==> config.mk <==
export PLATFORM = sky130hd
export DESIGN_NAME = iobus_uart_tx_flat
export DESIGN_NICKNAME = d
export VERILOG_FILES = /design/src/rtl/otter_io_pkg.sv /design/src/rtl/iobus_uart_tx_if.sv /design/src/rtl/iobus_uart_tx_fifo.sv /design/src/rtl/iobus_uart_tx.sv /design/src/flat_wrapper.sv
export SDC_FILE = /design/constraint.sdc
export NUM_CORES = 1
export LEC_CHECK = 0
export CAP_MARGIN = 20
export CORE_MARGIN = 2
export CORE_UTILIZATION = 48
export DETAILED_ROUTE_END_ITERATION = 12
export PLACE_DENSITY = 0.83
export SLEW_MARGIN = 0
export SYNTH_ARGS = -nofsm -noshare
export SYNTH_HDL_FRONTEND = slang
export SYNTH_SLANG_ARGS = --single-unit
==> constraint.sdc <==
create_clock -name CLK -period 3.7 [get_ports CLK]
set_clock_uncertainty 0.1 [all_clocks]
set_input_delay 0.74 -clock CLK [delete_from_list [all_inputs] [get_ports CLK]]
set_output_delay 0.74 -clock CLK [all_outputs]
set_load 0.01 [all_outputs]
==> src/rtl/otter_io_pkg.sv <==
// Shared constants and types for the Otter MMIO UART transmitter.
package otter_io_pkg;

   localparam logic [31:0] TX_ADDR_DFLT   = 32'h1100_0040;
   localparam logic [31:0] STAT_ADDR_DFLT = 32'h1100_0044;

   // Bit positions inside the status word returned on IOBUS_IN
   localparam int STAT_FULL    = 0;
   localparam int STAT_OVF     = 1;
   localparam int STAT_BUSY    = 2;
   localparam int STAT_EMPTY   = 3;
   localparam int STAT_CNT_LSB = 4;

   typedef enum logic [1:0] {IDLE, START, DATA, STOP} uart_tx_state_t;

endpackage

==> src/rtl/iobus_uart_tx_if.sv <==
// Otter MMIO bus as seen between the CPU core (master) and a peripheral (slave).
interface iobus_uart_tx_if;

   logic [31:0] IOBUS_ADDR;
   logic [31:0] IOBUS_OUT;
   logic        IOBUS_WR;
   logic [31:0] IOBUS_IN;

   modport master (output IOBUS_ADDR, output IOBUS_OUT, output IOBUS_WR, input IOBUS_IN);
   modport slave  (input IOBUS_ADDR, input IOBUS_OUT, input IOBUS_WR, output IOBUS_IN);

endinterface

==> src/rtl/iobus_uart_tx_fifo.sv <==
// Synchronous first-word-fall-through FIFO; a push to a full FIFO is accepted
// only when a pop happens on the same edge.
module sync_fifo #(
   parameter int unsigned WIDTH = 8,
   parameter int unsigned DEPTH = 8
) (
   input  logic                       clk,
   input  logic                       rst_n,
   input  logic                       push,
   input  logic                       pop,
   input  logic [WIDTH-1:0]           din,
   output logic                       full,
   output logic                       empty,
   output logic [$clog2(DEPTH):0]     count,
   output logic [WIDTH-1:0]           dout
);

   localparam int AW = $clog2(DEPTH);
   localparam logic [AW:0] FULL_CNT = (AW+1)'(DEPTH);

   logic [WIDTH-1:0] mem [DEPTH];
   logic [AW-1:0]    wptr, rptr;
   logic             wr_en, rd_en;

   assign full  = (count == FULL_CNT);
   assign empty = (count == '0);
   assign rd_en = pop && !empty;
   assign wr_en = push && (!full || rd_en);
   assign dout  = mem[rptr];

   always_ff @(posedge clk) begin
      if (wr_en) mem[wptr] <= din;
   end

   always_ff @(posedge clk or negedge rst_n) begin
      if (!rst_n) begin
         wptr  <= '0;
         rptr  <= '0;
         count <= '0;
      end else begin
         if (wr_en) wptr <= wptr + 1'b1;
         if (rd_en) rptr <= rptr + 1'b1;
         case ({wr_en, rd_en})
            2'b10:   count <= count + 1'b1;
            2'b01:   count <= count - 1'b1;
            default: count <= count;
         endcase
      end
   end

endmodule

==> src/rtl/iobus_uart_tx.sv <==
// MMIO UART transmitter: buffered byte writes serialized 8N1, LSB first, plus a
// status register with a sticky overflow flag.
module iobus_uart_tx
   import otter_io_pkg::*;
#(
   parameter int unsigned CLK_DIV    = 434,
   parameter int unsigned FIFO_DEPTH = 8,
   parameter logic [31:0] TX_ADDR    = TX_ADDR_DFLT,
   parameter logic [31:0] STAT_ADDR  = STAT_ADDR_DFLT
) (
   input  logic           CLK,
   input  logic           RST,
   iobus_uart_tx_if.slave bus,
   output logic           TXD,
   output logic           TX_BUSY
);

   localparam int AW = $clog2(FIFO_DEPTH);
   localparam int BW = $clog2(CLK_DIV);
   localparam logic [BW-1:0] BAUD_LAST = BW'(CLK_DIV - 1);

   uart_tx_state_t state;
   logic [BW-1:0]  baud_cnt;
   logic [2:0]     bit_idx;
   logic [7:0]     shift;
   logic           ovf;

   logic           wr_tx, wr_stat, pop, baud_done;
   logic           fifo_full, fifo_empty;
   logic [AW:0]    fifo_cnt;
   logic [7:0]     fifo_head;
   logic [31:0]    cnt_ext, stat;
   logic [3:0]     cnt_sat;
   logic           unused_bits;

   assign wr_tx       = bus.IOBUS_WR && (bus.IOBUS_ADDR == TX_ADDR);
   assign wr_stat     = bus.IOBUS_WR && (bus.IOBUS_ADDR == STAT_ADDR);
   assign unused_bits = ^bus.IOBUS_OUT[31:8];
   assign baud_done   = (baud_cnt == BAUD_LAST);
   // Pop from IDLE, or at the tail of STOP so frames run back to back
   assign pop = !fifo_empty && ((state == IDLE) || (state == STOP && baud_done));

   sync_fifo #(.WIDTH(8), .DEPTH(FIFO_DEPTH)) u_fifo (
      .clk   (CLK),
      .rst_n (RST),
      .push  (wr_tx),
      .pop   (pop),
      .din   (bus.IOBUS_OUT[7:0]),
      .full  (fifo_full),
      .empty (fifo_empty),
      .count (fifo_cnt),
      .dout  (fifo_head)
   );

   // Set beats clear; a drop only happens when no pop frees a slot
   always_ff @(posedge CLK or negedge RST) begin
      if (!RST)                               ovf <= 1'b0;
      else if (wr_tx && fifo_full && !pop)    ovf <= 1'b1;
      else if (wr_stat && bus.IOBUS_OUT[1])   ovf <= 1'b0;
   end

   always_ff @(posedge CLK or negedge RST) begin
      if (!RST) begin
         state    <= IDLE;
         baud_cnt <= '0;
         bit_idx  <= '0;
         shift    <= '0;
      end else begin
         case (state)
            IDLE: begin
               baud_cnt <= '0;
               if (pop) begin
                  shift <= fifo_head;
                  state <= START;
               end
            end
            START: begin
               baud_cnt <= baud_done ? '0 : baud_cnt + 1'b1;
               if (baud_done) begin
                  bit_idx <= '0;
                  state   <= DATA;
               end
            end
            DATA: begin
               baud_cnt <= baud_done ? '0 : baud_cnt + 1'b1;
               if (baud_done) begin
                  shift   <= {1'b0, shift[7:1]};
                  bit_idx <= bit_idx + 1'b1;
                  if (bit_idx == 3'd7) state <= STOP;
               end
            end
            default: begin
               baud_cnt <= baud_done ? '0 : baud_cnt + 1'b1;
               if (baud_done) begin
                  if (pop) begin
                     shift <= fifo_head;
                     state <= START;
                  end else begin
                     state <= IDLE;
                  end
               end
            end
         endcase
      end
   end

   always_comb begin
      TXD = 1'b1;
      case (state)
         START:   TXD = 1'b0;
         DATA:    TXD = shift[0];
         default: TXD = 1'b1;
      endcase
   end

   assign TX_BUSY = (state != IDLE) || !fifo_empty;

   always_comb begin
      cnt_ext = 32'(fifo_cnt);
      cnt_sat = (cnt_ext > 32'd15) ? 4'hF : cnt_ext[3:0];
      stat = '0;
      stat[STAT_FULL]             = fifo_full;
      stat[STAT_OVF]              = ovf;
      stat[STAT_BUSY]             = TX_BUSY;
      stat[STAT_EMPTY]            = fifo_empty;
      stat[STAT_CNT_LSB +: 4]     = cnt_sat;
      bus.IOBUS_IN = (bus.IOBUS_ADDR == STAT_ADDR) ? stat : '0;
   end

endmodule

==> src/flat_wrapper.sv <==
// flat-port wrapper written by rule: the top's interface ports become plain ports
module iobus_uart_tx_flat import otter_io_pkg::*;
#(
   parameter int unsigned CLK_DIV    = 434,
   parameter int unsigned FIFO_DEPTH = 8,
   parameter logic [31:0] TX_ADDR    = TX_ADDR_DFLT,
   parameter logic [31:0] STAT_ADDR  = STAT_ADDR_DFLT
)
  (CLK, RST, TXD, TX_BUSY, bus_IOBUS_ADDR, bus_IOBUS_OUT, bus_IOBUS_WR, bus_IOBUS_IN);
  iobus_uart_tx_if bus_i ();
  input  logic CLK;
  input  logic RST;
  output logic TXD;
  output logic TX_BUSY;
  input wire logic [$bits(bus_i.IOBUS_ADDR)-1:0] bus_IOBUS_ADDR;
  input wire logic [$bits(bus_i.IOBUS_OUT)-1:0] bus_IOBUS_OUT;
  input wire logic [$bits(bus_i.IOBUS_WR)-1:0] bus_IOBUS_WR;
  output wire logic [$bits(bus_i.IOBUS_IN)-1:0] bus_IOBUS_IN;
  assign bus_i.IOBUS_ADDR = bus_IOBUS_ADDR;
  assign bus_i.IOBUS_OUT = bus_IOBUS_OUT;
  assign bus_i.IOBUS_WR = bus_IOBUS_WR;
  assign bus_IOBUS_IN = bus_i.IOBUS_IN;
  iobus_uart_tx #(.CLK_DIV(CLK_DIV), .FIFO_DEPTH(FIFO_DEPTH), .TX_ADDR(TX_ADDR), .STAT_ADDR(STAT_ADDR)) u_core (.CLK(CLK), .RST(RST), .bus(bus_i), .TXD(TXD), .TX_BUSY(TX_BUSY));
endmodule
==> metrics.txt, run 1 <==
status=complete, no violations; Mapped Cells=319; clock sinks=97; synthesis-to-layout area growth=18.5%; fin area=approximately 5500 um2; Setup CP Type=input port to output port; Slew headroom=0.509; #FFs+latches synth=97; Switching Share=0.227; GRT Total Usage=0.175; endpoint type of the worst setup path=output port; fin cells=520; setup slack after layout=around 0.15 ns; initial antenna violation count=0; Via density=5.19; Tcrit/Tclk final=0.958; fmax=282 MHz; die area=10,400 um2; Die H=102 um; share of power burned in registers=0.612; number of flops mapped to enable cells by yosys=64; setup bufs post-CTS=0; Crit Path Max Fanout=2; HPWL after DPL=5870 um; final hold vios=0; Nets=around 470; leading post-synthesis cells by cell area=edfxtp_1 42%, dfrtp_1 18%, mux4_2 7.8%; CP arrival=~2.7 ns; syn avg cell area=14.4 um2; port bufs=52; met2 wire length=4360 um; CP Data Required Time=between 2 and 3 ns; CTS Buf Count=9; Slowest-stage cell, CP=clkdlybuf4s50_1; # DRC=0; CP Cell Sequence=clkdlybuf4s50_1 -> nor4_1 -> nand4_1 -> nor4_1 -> nor2b_1 -> clkdlybuf4s50_1; Leak Pwr=0.00202 uW; CTS H-tree depth=3; global-route wire length before repair=roughly 14,000 um; DR pass1 iterations=4; layout cells sized above 1=0.187; routability-driven placement congestion ratio=0.806; Sw Pwr=428 uW; die width=slightly above 100 um; Least-Margin Pin Slew=0.736 ns; WL met1=3620 um; DR WL met3=between 200 and 250 um; Crit path max-delay family=simple AND/OR/NAND/NOR gates; Remaining Overflow, GRT=0; worst vdd ir=311 uV; Post-DRT Antenna Nets=0; leading area contributor after synthesis=edfxtp_1; Bufs and invs on worst path=2; Clock Tree Buf Depth=2; Final min period=3.55 ns; Clock transition at path regs=~0.090 ns; Core Region=9280 um2; fill count=729; Ports=101; Syn Std Cell Area=4610 um2; Clock power frac=0.347; Initial Util=0.496; Synth top area share=0.417; Clock Tree Root=clkbuf_8; via count=about 2,700; vias in the first global route=around 2,800; detailed-route wire length=8290 um; endpoints failing setup=0; DP Worst Slack=0.167 ns; RSZ-0062 raised after global routing=yes; Cells after DPL=504; asr flop ratio synth=0.340; Int Pwr=about 1500 uW; Inserted Diodes=0; initial drt markers=110; highest routed layer=met4; largest net degree at the start of global routing=34; PwrDens=346 nW/um2; Syn. warnings=0; crit start category=input port; max incr delay on CP=0.55 ns; CTS tree=built; post-place instance area=5270 um2; max_cap viols=0; combinational fraction of design power=0.041; number of library cell types mapped by synthesis=53; Site Rows=35; Main synth FF type=edfxtp_1; clock latency reported for the late side of the worst-skew pair=0.36 ns; HP Class=flop to flop; WL/cell=roughly 16 um; Final Slew Violations=0; post-synthesis sequential area ratio=0.596
==> state kept, by name, indices dropped and copies added, names as in the netlist <==
| name | cells |
|---|---|
| u_core.baud_cnt | 9 |
| u_core.bit_idx | 3 |
| u_core.ovf | 1 |
| u_core.shift | 8 |
| u_core.state | 2 |
| u_core.u_fifo.count | 4 |
| u_core.u_fifo.mem | 64 |
| u_core.u_fifo.rptr | 3 |
| u_core.u_fifo.wptr | 3 |
==> cell type report <==
| type | count | area [um2] | share of cell area |
|---|---|---|---|
| Inverter | 13 | 48.8 | 0.00893 |
| Multi-Input combinational cell | 198 | 1670 | 0.307 |
| Tap cell | 129 | 161 | 0.0296 |
| Clock inverter | 7 | 70.1 | 0.0128 |
| Clock buffer | 9 | 124 | 0.0227 |
| Timing Repair Buffer | 67 | 636 | 0.116 |
| Sequential cell | 97 | 2750 | 0.503 |
==> cell usage after synthesis, drive strengths merged, types with 4 or more instances <==
cell     n
buf     28
clkbuf   6
dfrtp   33
edfxtp  64
ha      12
inv     12
mux2    11
mux2i    9
mux4    16
nand2   19
nand3    5
nand4    4
nor2    21
nor3     5
nor4    12
o21ai   10
xnor2   12
==> through the flow <==
stage / TNS [ns] / utilization / total power [uW] / hold slack (ns)
floorplan: 0 / - / 1210 / 0.344
CTS: 0 / 0.588 / 1910 / 0.411
finish: 0 / 0.588 / 1890 / 0.404
global route: -0.0147 / 0.588 / 1960 / 0.417
detailed placement: 0 / 0.567 / 1260 / 0.388
global placement: 0 / 0.567 / 1260 / 0.379
==> per-layer routing <==
metal  track usage  up-vias
li1              -     1273
met5             0        -
met2         0.309       50
met4        0.0369        0
met1         0.222     1369
met3        0.0390        9
==> power by group through the flow <==
stage          registers [uW]  logic (uW)  clock network, uW
2_1_floorplan            1180        33.0                  0
3_3_place_gp             1180        75.3                  0
3_5_place_dp             1180        77.7                  0
4_1_cts                  1160        78.1                676
5_1_grt                  1160        86.2                718
6_report                 1160        78.0                655
==> placed cells by master, fill, tap and decap left out, types with 11 or more instances in the layout <==
| cell | instances |
|---|---|
| xnor2_1 | 12 |
| nand2_1 | 19 |
| mux4_2 | 16 |
| inv_1 | 12 |
| nor4_1 | 11 |
| clkdlybuf4s50_1 | 51 |
| dfrtp_1 | 33 |
| buf_4 | 15 |
| edfxtp_1 | 64 |
| ha_1 | 12 |
| nor2_1 | 20 |
| conb_1 | 24 |
==> final timing paths <==
check                                       start                     end  slack [ns]  cells after the start
max                            bus_IOBUS_ADDR[13]         bus_IOBUS_IN[0]        0.15                      6
min                             u_core.bit_idx[1]       u_core.bit_idx[1]        0.40                      1
max reg2reg                u_core.u_fifo.count[1]  u_core.u_fifo.count[3]        0.82                     11
min reg2reg                     u_core.bit_idx[1]       u_core.bit_idx[1]        0.40                      1
max in group asynchronous                     RST         u_core.state[1]        2.51                      2
min in group asynchronous                     RST              u_core.ovf        0.68                      2
==> cell families after synthesis <==
| group | synth area share |
|---|---|
| simple gates | 0.102 |
| other cells | 0.000814 |
| flops | 0.596 |
| buf+inv | 0.0592 |
| xor+xnor | 0.0266 |
| fa+ha+maj | 0.0369 |
| compound gates | 0.0529 |
| mux | 0.125 |
==> timing repair <==
| action | in CTS | in global routing |
|---|---|---|
| gates resized for setup | 0 | 1 |
| setup endpoints to repair | 0 | 2 |
| hold buffers | 0 | 0 |
Note: power is estimated with default switching activity, not from simulation.
==> run 2: changes to the inputs <==
PLACE_DENSITY = 0.82   (was 0.83)
==> metrics.txt, run 2 (synthesized netlist as in run 1, its figures left out) <==
Clock transition at path regs=0.10 ns; hold path endpoint=u_core.shift[1]; fin area=around 5500 um2; endpoint type of the worst setup path=output port; grt met2 use=0.303; RSZ-0062 raised after global routing=no; WL/cell=~16 um; Post-CTS Hold Buffers=0; Worst Hold Depth=1; Crit Reg-Reg Endpoint=u_core.u_fifo.count[3]; max_cap viols=0; Tot Pwr=1910 uW; detailed-route wire length=~8500 um; Final Slew Violations=0; Core Region=9280 um2; CTS Buf Count=9; clock sinks=97; status=complete, no violations; final hold vios=0; Clock Tree Root=clkbuf_8; CTS tree=built; critical path launch point=bus_IOBUS_ADDR[18]; DR pass1 iterations=5; Largest register FFs=64; GRT Total Usage=0.176; reg-to-reg startpoint=u_core.u_fifo.count[1]; worst vdd ir=456 uV; die width=approximately 100 um; CTS-repair resized insts=0; gr busiest metal=met2; Clock Tree Buf Depth=2; Setup TNS=0 ns; fin cells=520; Post-DRT Antenna Nets=0; fmax=~270 MHz; Site Rows=35; r2r setup slk=approximately 0.80 ns; Ports=101; endpoints failing setup=0; Final Util=0.590; fill count=approximately 730; post-place instance area=between 5000 and 6000 um2; die area=10,400 um2; layout cells sized above 1=0.194; GR Layer Usage met1=0.224; CP Data Required Time=2.86 ns; initial antenna violation count=0; Most flops, register=u_core.u_fifo.mem; HP Start=u_core.shift[1]; CP arrival=2.86 ns; Least-Margin Pin Slew=0.744 ns; initial drt markers=approximately 110; port bufs=52; R2R depth=11; crit start category=input port; vias in the first global route=approximately 2,800; most frequent cells in the layout=64 x edfxtp_1, 52 x clkdlybuf4s50_1, 33 x dfrtp_1; biggest regs=u_core.u_fifo.mem: 64 flops, u_core.baud_cnt: 9 flops, u_core.shift: 8 flops; CTS H-tree depth=3; Nets=roughly 470; met3 Use GR=0.0458; routability-driven placement congestion ratio=between 0.7 and 0.8; PwrDens=348 nW/um2; synthesis-to-layout area growth=18.8%; HPWL after DPL=5910 um; Setup CP Type=input port to output port; most common cell after layout, fill and taps aside=edfxtp_1; Inserted Diodes=0; Tcrit/Tclk final=0.999; Via density=5.29; clock latency reported for the late side of the worst-skew pair=about 0.37 ns; setup bufs post-CTS=0; Cells after DPL=504; Crit Path Max Fanout=5; Slew headroom=0.504; Die H=102 um; Leak Pwr=0.00201 uW; largest net degree at the start of global routing=34; global-route wire length before repair=13,600 um; HP Class=flop to flop; # DRC=0; via count=2,750; Initial Util=0.496; Remaining Overflow, GRT=0; Final min period=3.70 ns
run 2: worst max-delay path, stage by stage:
cell             delay, ns
clkdlybuf4s50_1       0.41
nor4_1                0.38
nand4_1               0.24
buf_4                 0.22
nor4_1                0.26
clkdlybuf4s50_1       0.61
run 2: worst max path at each step:
stage,cells after the start,to
5_1_grt,6,bus_IOBUS_IN[4]
4_1_cts,6,bus_IOBUS_IN[0]
3_5_place_dp,6,bus_IOBUS_IN[0]
2_1_floorplan,5,u_core.u_fifo.mem[0][0]
6_report,6,bus_IOBUS_IN[4]
3_3_place_gp,6,bus_IOBUS_IN[0]
run 2: report_power, final:
group / internal (uW) / switching [uW] / leakage (uW)
sequential: 1160 / 0.000566 / 0.000982
clock: 266 / 405 / 0.000101
combinational: 42.2 / 37.6 / 0.000925
run 2: area by class of cell:
type,count,area [um2],area share
Timing Repair Buffer,67,633,0.116
Inverter,13,48.8,0.00891
Multi-Input combinational cell,198,1690,0.309
Tap cell,129,161,0.0295
Sequential cell,97,2750,0.502
Clock buffer,9,124,0.0226
Clock inverter,7,67.6,0.0123
run 2: per-stage QoR:
| stage | setup WS (ns) | hold WS [ns] |
|---|---|---|
| 2_1_floorplan | 0.658 | 0.344 |
| 3_3_place_gp | 0.170 | 0.380 |
| 3_5_place_dp | 0.0777 | 0.396 |
| 4_1_cts | 0.0777 | 0.419 |
| 5_1_grt | 0.00774 | 0.434 |
| 6_report | 0.00211 | 0.415 |
run 2: routing by layer:
metal	share of wire	up-vias	routed length (um)
li1	-	1279	-
met3	0.045	12	384
met2	0.51	92	4360
met4	0.010	0	89
met1	0.43	1367	3650
met5	0	-	0
